## src/rtl/digit_serial_addsub.sv

```systemverilog
// Digit-serial adder/subtractor: DIGIT bits per clock, LSB digit first, valid/ready in and out.
// Optional build macro ADDSUB_SAT_EN: on signed overflow the result saturates instead of wrapping.
module digit_serial_addsub #(
  parameter int WIDTH = 16,
  parameter int DIGIT = 4
) (
  input  logic             clk,
  input  logic             rst,
  input  logic             in_valid,
  output logic             in_ready,
  input  logic [WIDTH-1:0] a,
  input  logic [WIDTH-1:0] b,
  input  logic             cin,
  input  logic             sub,
  output logic             out_valid,
  input  logic             out_ready,
  output logic [WIDTH-1:0] sum,
  output logic             cout,
  output logic             ovf
);
  localparam int N  = WIDTH / DIGIT;
  localparam int CW = (N > 1) ? $clog2(N) : 1;
  localparam logic [CW-1:0] LAST = CW'(N - 1);

  typedef enum logic [1:0] {S_IDLE, S_RUN, S_DONE} state_t;

  state_t           r_state;
  state_t           w_state_next;
  logic [WIDTH-1:0] r_a_sh;
  logic [WIDTH-1:0] r_b_sh;
  logic [CW-1:0]    r_cnt;
  logic             r_carry;
  logic [WIDTH-1:0] r_sum;
  logic             r_cout;
  logic             r_ovf;
`ifdef ADDSUB_SAT_EN
  logic             r_a_msb;
`endif

  logic             w_accept;
  logic             w_run;
  logic             w_last;
  logic [DIGIT:0]   w_dadd;
  logic [DIGIT-1:0] w_dsum;
  logic             w_dcarry;
  logic             w_c_msb;
  logic             w_ovf;
  logic [WIDTH-1:0] w_psum_next;
  logic [WIDTH-1:0] w_result;

  assign in_ready  = (r_state == S_IDLE);
  assign out_valid = (r_state == S_DONE);
  assign sum       = r_sum;
  assign cout      = r_cout;
  assign ovf       = r_ovf;

  assign w_accept = in_valid && (r_state == S_IDLE);
  assign w_run    = (r_state == S_RUN);
  assign w_last   = w_run && (r_cnt == LAST);

  // Operands are shifted right each digit, so the active digit is always at bit 0.
  assign w_dadd   = {1'b0, r_a_sh[DIGIT-1:0]} + {1'b0, r_b_sh[DIGIT-1:0]}
                  + {{DIGIT{1'b0}}, r_carry};
  assign w_dsum   = w_dadd[DIGIT-1:0];
  assign w_dcarry = w_dadd[DIGIT];
  // Carry into the result MSB, recovered from the MSB's own sum bit on the last digit.
  assign w_c_msb  = r_a_sh[DIGIT-1] ^ r_b_sh[DIGIT-1] ^ w_dsum[DIGIT-1];
  assign w_ovf    = w_c_msb ^ w_dcarry;

  generate
    if (DIGIT == WIDTH) begin : g_single
      assign w_psum_next = w_dsum;
    end else begin : g_multi
      // Holds the N-1 most recent digit results; each new digit enters at the top.
      logic [WIDTH-DIGIT-1:0] r_psum;

      always_ff @(posedge clk) begin
        if (rst) begin
          r_psum <= '0;
        end else if (w_run) begin
          r_psum <= w_psum_next[WIDTH-1:DIGIT];
        end
      end

      assign w_psum_next = {w_dsum, r_psum};
    end
  endgenerate

  always_comb begin
    w_result = w_psum_next;
`ifdef ADDSUB_SAT_EN
    if (w_ovf) begin
      w_result = {r_a_msb, {(WIDTH-1){~r_a_msb}}};
    end
`endif
  end

  always_comb begin
    w_state_next = r_state;
    case (r_state)
      S_IDLE:  if (in_valid) w_state_next = S_RUN;
      S_RUN:   if (r_cnt == LAST) w_state_next = S_DONE;
      S_DONE:  if (out_ready) w_state_next = S_IDLE;
      default: w_state_next = S_IDLE;
    endcase
  end

  always_ff @(posedge clk) begin
    if (rst) begin
      r_state <= S_IDLE;
    end else begin
      r_state <= w_state_next;
    end
  end

  always_ff @(posedge clk) begin
    if (rst) begin
      r_a_sh  <= '0;
      r_b_sh  <= '0;
      r_cnt   <= '0;
      r_carry <= 1'b0;
`ifdef ADDSUB_SAT_EN
      r_a_msb <= 1'b0;
`endif
    end else if (w_accept) begin
      r_a_sh  <= a;
      r_b_sh  <= sub ? ~b : b;
      r_carry <= sub ? ~cin : cin;
      r_cnt   <= '0;
`ifdef ADDSUB_SAT_EN
      r_a_msb <= a[WIDTH-1];
`endif
    end else if (w_run) begin
      r_a_sh  <= r_a_sh >> DIGIT;
      r_b_sh  <= r_b_sh >> DIGIT;
      r_carry <= w_dcarry;
      r_cnt   <= w_last ? '0 : r_cnt + CW'(1);
    end
  end

  // Result registers change only on the completing digit, so they stay frozen through DONE.
  always_ff @(posedge clk) begin
    if (rst) begin
      r_sum  <= '0;
      r_cout <= 1'b0;
      r_ovf  <= 1'b0;
    end else if (w_last) begin
      r_sum  <= w_result;
      r_cout <= w_dcarry;
      r_ovf  <= w_ovf;
    end
  end

endmodule
```

## config.mk

```make
export PLATFORM = sky130hd
export DESIGN_NAME = digit_serial_addsub
export DESIGN_NICKNAME = d
export VERILOG_FILES = /design/src/rtl/digit_serial_addsub.sv
export SDC_FILE = /design/constraint.sdc
export NUM_CORES = 1
export LEC_CHECK = 0
export BUFFER_PORTS_ARGS = -buffer_cell sky130_fd_sc_hd__buf_2
export CAP_MARGIN = 20
export CELL_PAD_IN_SITES_DETAIL_PLACEMENT = 1
export CELL_PAD_IN_SITES_GLOBAL_PLACEMENT = 2
export CORE_MARGIN = 4
export CORE_UTILIZATION = 33
export CTS_BUF_LIST = sky130_fd_sc_hd__clkbuf_8
export CTS_CLUSTER_SIZE = 28
export DETAILED_ROUTE_END_ITERATION = 16
export PLACE_DENSITY_LB_ADDON = 0.3
export SYNTH_ARGS = -nofsm -noshare
export SYNTH_HDL_FRONTEND = slang
export SYNTH_SLANG_ARGS = --single-unit
```

## constraint.sdc

```tcl
create_clock -name clk -period 2 [get_ports clk]
set_input_delay 0.2 -clock clk [delete_from_list [all_inputs] [get_ports clk]]
set_output_delay 0.2 -clock clk [all_outputs]
set_load 0.01 [all_outputs]
```

==> results.toml <==
[status]
status = "completed"

[clock_tree]
cts_tree = "yes"
cts_made_buffers = 9
cts_sinks = 67
cts_resized = 0
clockBufferDepth = 2
cts_setup_buffers = 0
clkTransAtPathRegs_ns = 0.07
cts_max_level = 3
cts-root-buf = "clkbuf_8"
clk-insertion-delay-late_ns = 0.34
cts_hold_buf = 0

[timing]
holdWs_ns = 0.0913
slew_violations = 0
rsz0062_at_grt = "false"
setup-tns-final_ns = 0
final-hold-violation-count = 0
clock.fmax_mhz = 534
fin_crit_sh_pct = 93.6
fin_crit_ns = 1.87
fin_skew_ns = 0.00515
relSlewSlack_pct = 61.4
tightest_slew_ns = 0.578
setup_viol = 0

[synth]
syn_nets = 392
yosysSeqAreaShare_pct = 45.7
ys_ff_latch = 67
synth_edf_count = 0
synthTopCellsByCount = "73 x nand2_1, 67 x dfxtp_1, 36 x a21oi_1"
synthTopCellsByArea = "dfxtp_1 46%, nand2_1 9.3%, a21oi_1 6.1%, xor2_1 4.5%, nor2_1 3.8%"
synth.avg_cell_area_um2 = 8.44
synth_area_um2 = 2940
yosys.area.top_type = "dfxtp_1"
yosys_warnings = 0
synthFlopType = "dfxtp_1"
yosysMostFrequentCell = "nand2_1"
ys_types = 37
synth_cells = 348
async_reset_ff_share_pct = 0
synth_top_area_share_pct = 45.7

[place]
dp.cells = 494
portBuffers = 57
place_hpwl_mm = 5.08
gp_congestion = 0.823

[route]
drc = 0
ant_nets = 0
first_pass_iters = 4
wire_per_inst_um = 14.2
vias = 2517
viasPerCell = 4.94
drt_iter0_drc = 90
drt-total-wl_mm = 7.23

[finish]
fillCellCount = 1068
fin_nets = 441
antenna_cells = 0
area_growth_pct = 18.8
fin_cells = 510
drive_gt1_share_pct = 21.9

[grt]
track_usage_pct = 15.0
antenna_found_initial = 0
first_global_vias = 2565
grt_pass1_wl_mm = 12.2
grt.overflow.total = 0
grt_max_degree = 38

[setup_path]
crit_type = "register to register"
worstPathRequired_ns = 2.21
r2r-end = "ovf$_SDFFE_PP0P_"
critPathCaptureType = "register"
reg2reg_slack_ns = 0.13
startpoint = "r_b_sh[0]$_SDFFE_PP0P_"
worstPathArrival_ns = 2.08
worstPathMaxFanout = 3
r2r_cells = 7
crit_path_start_kind = "register"
rr_startpoint = "r_b_sh[0]$_SDFFE_PP0P_"

[min_path]
hold_class = "primary input to register"
hold_path_depth = 3
hold_end = "r_a_sh[14]$_SDFFE_PP0P_"
worstHoldStart = "a[14]"

[die]
die_w_um = 102
core_area_um2 = 8680
fp.dieArea_um2 = 10500
dieHeight_um = 102
boundaryPins = 58
row_count = 34
start_util_pct = 33.8

[power_and_ir_drop]
total_power_mw = 3.10
p_per_area_nw_per_um2 = 887
ir_worst_vdd_uv = 367
power_leakage_nw = 1.40

[job]
cap_violations = 0
==> logic make-up after synthesis <==
kind of cell | share of synthesized area, %
simple gates | 19.0
compound gates | 19.6
flops | 45.7
buf+inv | 6.35
xor+xnor | 5.97
fa+ha+maj | 3.07
mux | 0.341
==> sequential cells by signal (all words and copies together), names as in the netlist <==
register	count
sum	16
r_state	2
g_multi.r_psum	12
r_cnt	2
ovf	1
cout	1
r_carry	1
r_a_sh	16
r_b_sh	16
==> worst max-delay path by stage <==
stage                             endpoint  slack (ns)
final                     ovf$_SDFFE_PP0P_        0.13
after global routing      ovf$_SDFFE_PP0P_        0.02
after CTS                 ovf$_SDFFE_PP0P_        0.12
after detailed placement  ovf$_SDFFE_PP0P_        0.14
after global placement    ovf$_SDFFE_PP0P_        0.16
after floorplan           ovf$_SDFFE_PP0P_        0.30
==> through the flow <==
stage	util (%)	instance area [um^2]	setup WS, ns
2_1_floorplan	-	2940	0.297
3_3_place_gp	37.6	3260	0.163
3_5_place_dp	37.6	3260	0.136
4_1_cts	40.2	3490	0.120
5_1_grt	40.2	3490	0.0192
6_report	40.2	3490	0.129
==> worst max-delay path, stage by stage (launching register included) <==
cell and delay [ns]:
dfxtp_1 0.37, fa_1 0.21, inv_1 0.06, fa_1 0.40, nand2b_1 0.16, a21oi_1 0.27
xor2_1 0.20, a211oi_2 0.08
==> final cells by class <==
cell class	instances	area (um^2)	share of cell area [%]
Timing Repair Buffer	65	358	10.3
Tap cell	108	135	3.87
Inverter	5	18.8	0.538
Clock buffer	11	151	4.34
Multi-Input combinational cell	249	1410	40.4
Sequential cell	67	1340	38.4
Clock inverter	5	76.3	2.19
==> power by group <==
part / switching, mW / internal, mW / leakage, nW
Combinational: 0.211 / 0.159 / 0.739
Sequential: 0.0438 / 1.40 / 0.547
Clock: 0.517 / 0.764 / 0.117
==> routing by layer <==
layer	vias to the layer above	part of all wire, %	global-route usage [%]
li1	1273	-	-
met1	1184	47	19.1
met2	48	47	24.2
met3	12	4.1	3.28
met4	0	1.9	6.96
met5	-	0	0
==> layout by cell type (no fill, tap or decap), types with 2 or more instances in the layout <==
cell type | synthesis | layout
a211oi_1 | 13 | 13
o21ai_0 | 12 | 12
a21oi_1 | 36 | 36
ha_1 | 4 | 4
nor3_1 | 4 | 4
bufinv_16 | 0 | 2
nor2b_1 | 9 | 9
dfxtp_1 | 67 | 67
xnor2_1 | 5 | 5
o31ai_1 | 2 | 2
nand3b_1 | 2 | 2
inv_1 | 4 | 5
xor2_1 | 15 | 15
nand2_1 | 73 | 73
nand3_1 | 4 | 4
nor2_1 | 30 | 30
clkbuf_8 | 0 | 11
buf_4 | 5 | 7
buf_2 | 8 | 57
o22ai_1 | 12 | 12
a22oi_1 | 12 | 12
fa_1 | 2 | 2
No activity file was read; power rests on OpenSTA's default activity.
